--- src/rtl/mul_seq_ctrl_if.sv ---
// Handshake and operand/result bundle for the shift-and-add multiply sequencer.
// master = instruction decoder side, slave = sequencer side.
interface mul_seq_ctrl_if #(
  parameter int l = 16
);
  logic           start;
  logic [l-1:0]   X;
  logic [l-1:0]   Y;
  logic           busy;
  logic           done;
  logic [2*l-1:0] P;
  logic           Overflow;

  modport master (output start, X, Y, input busy, done, P, Overflow);
  modport slave  (input start, X, Y, output busy, done, P, Overflow);
endinterface

--- src/rtl/mul_seq_ctrl.sv ---
// Iterative multiplier: one l-bit add plus a right shift per cycle, l cycles per product.
// Define MUL_SIGNED_EN for two's-complement operands; otherwise operands are unsigned.
module mul_seq_ctrl #(
  parameter int l = 16
) (
  input  logic          clk,
  input  logic          rst,
  mul_seq_ctrl_if.slave bus
);

  localparam int CW = (l > 1) ? $clog2(l) : 1;

  typedef enum logic [1:0] {IDLE, RUN, DONE} state_t;

  state_t         state_reg;
  logic [l-1:0]   m_reg;
  logic [l-1:0]   hi_reg;
  logic [l-1:0]   lo_reg;
  logic [CW-1:0]  cnt_reg;
  logic           busy_reg;
  logic           done_reg;
  logic [2*l-1:0] p_reg;
  logic           ovf_reg;

  logic           last_step;
  logic [l-1:0]   addend;
  logic           cin;
  logic [l:0]     sum_ext;
  logic [l-1:0]   hi_next;
  logic [l-1:0]   lo_next;
  logic [2*l-1:0] prod_next;
  logic           ovf_next;

  assign last_step = (cnt_reg == CW'(l - 1));

  always_comb begin
    addend = '0;
    cin    = 1'b0;
`ifdef MUL_SIGNED_EN
    // Multiplier MSB carries negative weight, so the final step subtracts M.
    if (lo_reg[0]) begin
      addend = last_step ? ~m_reg : m_reg;
      cin    = last_step;
    end
    sum_ext = {hi_reg[l-1], hi_reg} + {addend[l-1], addend} + {{l{1'b0}}, cin};
`else
    if (lo_reg[0]) begin
      addend = m_reg;
    end
    sum_ext = {1'b0, hi_reg} + {1'b0, addend} + {{l{1'b0}}, cin};
`endif
    // Top bit of the l+1-bit sum (carry or sign) shifts into acc_hi's MSB.
    hi_next   = sum_ext[l:1];
    lo_next   = {sum_ext[0], lo_reg[l-1:1]};
    prod_next = {hi_next, lo_next};
`ifdef MUL_SIGNED_EN
    ovf_next  = (prod_next[2*l-1:l] != {l{prod_next[l-1]}});
`else
    ovf_next  = (prod_next[2*l-1:l] != '0);
`endif
  end

  always_ff @(posedge clk or posedge rst) begin
    if (rst) begin
      state_reg <= IDLE;
      m_reg     <= '0;
      hi_reg    <= '0;
      lo_reg    <= '0;
      cnt_reg   <= '0;
      busy_reg  <= 1'b0;
      done_reg  <= 1'b0;
      p_reg     <= '0;
      ovf_reg   <= 1'b0;
    end else begin
      done_reg <= 1'b0;
      if (state_reg == RUN) begin
        hi_reg  <= hi_next;
        lo_reg  <= lo_next;
        cnt_reg <= cnt_reg + 1'b1;
        if (last_step) begin
          state_reg <= DONE;
          busy_reg  <= 1'b0;
          done_reg  <= 1'b1;
          p_reg     <= prod_next;
          ovf_reg   <= ovf_next;
          cnt_reg   <= '0;
        end
      end else if (bus.start) begin
        // Accepted from IDLE or DONE; a start seen during RUN never reaches here.
        state_reg <= RUN;
        busy_reg  <= 1'b1;
        m_reg     <= bus.X;
        hi_reg    <= '0;
        lo_reg    <= bus.Y;
        cnt_reg   <= '0;
      end else begin
        state_reg <= IDLE;
      end
    end
  end

  assign bus.busy     = busy_reg;
  assign bus.done     = done_reg;
  assign bus.P        = p_reg;
  assign bus.Overflow = ovf_reg;

endmodule

--- src/flat_wrapper.sv ---
// flat-port wrapper written by rule: the top's interface ports become plain ports
module mul_seq_ctrl_flat 
#(
  parameter int l = 16
)
  (clk, rst, bus_start, bus_X, bus_Y, bus_busy, bus_done, bus_P, bus_Overflow);
  mul_seq_ctrl_if #(.l(l)) bus_i ();
  input  logic clk;
  input  logic rst;
  input wire logic [$bits(bus_i.start)-1:0] bus_start;
  input wire logic [$bits(bus_i.X)-1:0] bus_X;
  input wire logic [$bits(bus_i.Y)-1:0] bus_Y;
  output wire logic [$bits(bus_i.busy)-1:0] bus_busy;
  output wire logic [$bits(bus_i.done)-1:0] bus_done;
  output wire logic [$bits(bus_i.P)-1:0] bus_P;
  output wire logic [$bits(bus_i.Overflow)-1:0] bus_Overflow;
  assign bus_i.start = bus_start;
  assign bus_i.X = bus_X;
  assign bus_i.Y = bus_Y;
  assign bus_busy = bus_i.busy;
  assign bus_done = bus_i.done;
  assign bus_P = bus_i.P;
  assign bus_Overflow = bus_i.Overflow;
  mul_seq_ctrl #(.l(l)) u_core (.clk(clk), .rst(rst), .bus(bus_i));
endmodule
--- config.mk ---
export PLATFORM = sky130hd
export DESIGN_NAME = mul_seq_ctrl_flat
export DESIGN_NICKNAME = d
export VERILOG_FILES = /design/src/rtl/mul_seq_ctrl_if.sv /design/src/rtl/mul_seq_ctrl.sv /design/src/flat_wrapper.sv
export SDC_FILE = /design/constraint.sdc
export NUM_CORES = 1
export LEC_CHECK = 0
export CORE_MARGIN = 5
export CORE_UTILIZATION = 49
export CTS_CLUSTER_SIZE = 24
export DETAILED_ROUTE_END_ITERATION = 6
export PLACE_DENSITY = 0.77
export SKIP_LAST_GASP = 1
export SYNTH_ARGS = -nofsm -noshare
export SYNTH_HDL_FRONTEND = slang
export SYNTH_SLANG_ARGS = --single-unit
--- constraint.sdc ---
create_clock -name clk -period 2.6 [get_ports clk]
set_input_delay 0.39 -clock clk [delete_from_list [all_inputs] [get_ports clk]]
set_output_delay 0.39 -clock clk [all_outputs]
set_load 0.005 [all_outputs]
==> impl_metrics.toml <==
[drt]
ant_nets = 0
routedWlPerCell_um = 16.73
drtIter0Drc = 157
drc = 0
wl_um = 11390
first_pass_iters = 5
via_count = 3813
viasPerCell = 5.599

[floorplan]
dieArea_sq_um = 11280
initial_utilization = 0.4956
die_h_um = 106.2
ios = 70
die_width_um = 106.2
rows = 35
core_sq_um = 9153

[pwr]
p_leak_nw = 2.678
power_frac_clock = 0.127
p_sw_frac = 0.3897
power.share.sequential = 0.328
p_comb_frac = 0.545
power_mw = 7.620
peakVddDrop_mv = 0.7628
p_sw_mw = 2.970
power_per_cell_area_nw_per_um2 = 1268
p_int_mw = 4.650

[worst_setup_path]
cp.arrival_ps = 2950
required_ps = 2830
cp_max_fo = 12
path_class = "reg -> reg"
start_kind = "register"
critPathCaptureType = "register"

[run_status]
failed_checks = "setup timing"
status = "complete, but fails checks"

[synthesis]
postSynthAreaPerCell_sq_um = 9.733
synth-seq-area-share = 0.4910
async_reset_ff_frac = 1.000
synth_area_leader_cell = "dfrtp_1"
ys.flop_type = "dfrtp_1"
synth_seq_cells = 89
synth_top_cell_area_share = 0.4910
syn_inst = 466
syn-cell-area_sq_um = 4536
synth-edff-count = 0
synthTopCellsByArea = "dfrtp_1 49%, nand2_1 8.3%, o21ai_0 6.0%, ha_1 4.7%, mux2_2 4.0%"
ys_types = 50
synth_warnings = 0
synth_fp_nets = 519

[global_routing]
grt_pass1_vias = 3795
grt_max_degree = 90
grt_pass1_wl_um = 18660
antenna_found_initial = 0
grt_util_all_layers = 0.2055
grt.overflow.total = 0

[timing]
post-route-min-period_ps = 2722
fmax_mhz = 367.4
finalMaxSlewViolations = 0
setup_violations = 1
worst_pin_slew_ps = 510.3
skew_ps = 10.24
relSlewSlack = 0.6598
setup_slack_ps = -121.5
finalHoldViolCount = 0
timing.final.crit_share = 1.047
rsz0062_at_grt = "true"

[clock_tree]
clk_pin_slew_ps = 100
cts-root-buf = "clkbuf_8"
cts_sinks = 89
clk-insertion-delay-late_ps = 370
htree_levels = 3
numCtsBuffers = 9
clockBufferDepth = 2
cts_hold_buf = 0
cts_tree = "built"

[cells_and_area]
layout_commonest_cell = "nand2_1"
final_util = 0.6566
drive_gt1_frac = 0.2000
instances_no_fill = 681
area_growth_pct = 32.50
fin_area_sq_um = 6010
final_cell_mix = "100 x nand2_1, 89 x dfrtp_1, 69 x clkdlybuf4s50_1, 47 x o21ai_0, 41 x buf_4"
final_nets = 618
num_antenna_cells = 0
largest_register_ffs = 32

[placement]
io_buffers = 69
dp.cells = 659
dp_slack_ps = -278.3
placed_area_sq_um = 5580
routabilityCongestion = 0.8612
dpl.hpwl_um = 7705

[run]
maxCapViolCount = 0

[worst_hold_path]
worst_hold_path_type = "reg -> reg"
-- synthesized netlist by cell type (4+ instances only) --
| cell type | instances |
|---|---|
| a21oi_1 | 11 |
| and2_1 | 17 |
| clkbuf_1 | 20 |
| dfrtp_1 | 89 |
| ha_1 | 17 |
| inv_1 | 9 |
| mux2_2 | 16 |
| mux2i_1 | 16 |
| nand2_1 | 100 |
| nand3_1 | 8 |
| nand3b_1 | 17 |
| nor2_1 | 18 |
| nor3_1 | 5 |
| o211ai_1 | 5 |
| o21ai_0 | 54 |
| or2_2 | 4 |
| xnor2_1 | 4 |
-- routing by layer --
layer	vias to the layer above	GRT usage	wire length (um)
met5	-	0	0
met2	111	0.3394	5563
met3	25	0.03886	508
li1	1814	-	-
met1	1863	0.2685	5024
met4	0	0.07771	295
-- timing repair --
item                                   in CTS  in global routing
setup endpoints to repair                   3                 13
resized for setup                          12                 24
pin swaps                                  13                  5
setup buffers                               1                  5
endpoints found under the hold margin       0                  0
-- worst paths after layout --
check | endpoint | cells after the start | startpoint | slack, ps
min reg2reg | u_core.bus.P[12] | 2 | u_core.bus.P[12] | 480
max reg2reg | u_core.bus.Overflow | 10 | u_core.lo_reg[0] | -120
min in group asynchronous | u_core.bus.P[11] | 3 | rst | 490
max | u_core.bus.Overflow | 10 | u_core.lo_reg[0] | -120
min | u_core.bus.P[12] | 2 | u_core.bus.P[12] | 480
max in group asynchronous | u_core.bus.P[19] | 3 | rst | 1750
-- per-stage QoR --
stage,TNS (ps),hold WS [ps]
4_1_cts,-114.9,486.7
3_3_place_gp,-168.7,457.6
5_1_grt,-845.8,512.7
2_1_floorplan,-84.69,451.2
6_report,-121.5,481.3
3_5_place_dp,-278.3,464.7
-- worst max-delay path: stages (launching register included) --
cell      delay, ps
dfrtp_1         430
buf_12          160
and2_1          180
ha_4            250
a21o_1          220
or3_1           380
o221ai_2        210
a211o_1         200
nand4b_1        110
nor4_2          330
a31oi_1         120
-- power by group through the flow --
stage	Sequential [mW]	Combinational (mW)	Clock (mW)
3_5_place_dp	2.50	3.75	0
3_3_place_gp	2.46	3.64	0
5_1_grt	2.59	4.55	1.04
2_1_floorplan	2.42	2.12	0
4_1_cts	2.49	3.94	0.988
6_report	2.50	4.15	0.970
-- cell type report --
type | count | area (sq um)
clock buffers | 9 | 123.9
clock inverters | 7 | 76.32
fillers | 725 | 3143
inverters | 9 | 37.54
multi-input cells | 344 | 2367
flip-flops and latches | 89 | 2227
well taps | 111 | 138.9
repair buffers | 112 | 1039
-- logic make-up (layout without fill, tap and decap cells) --
kind of cell / count (synthesis) / after routing / synth area share
buf+inv: 33 / 137 / 0.02869
compound gates: 100 / 100 / 0.1437
fa+ha+maj: 18 / 18 / 0.05131
flops: 89 / 89 / 0.4910
xor+xnor: 7 / 7 / 0.01352
mux: 32 / 32 / 0.07503
simple gates: 187 / 187 / 0.1967
Power figures use the tool's default switching activity.
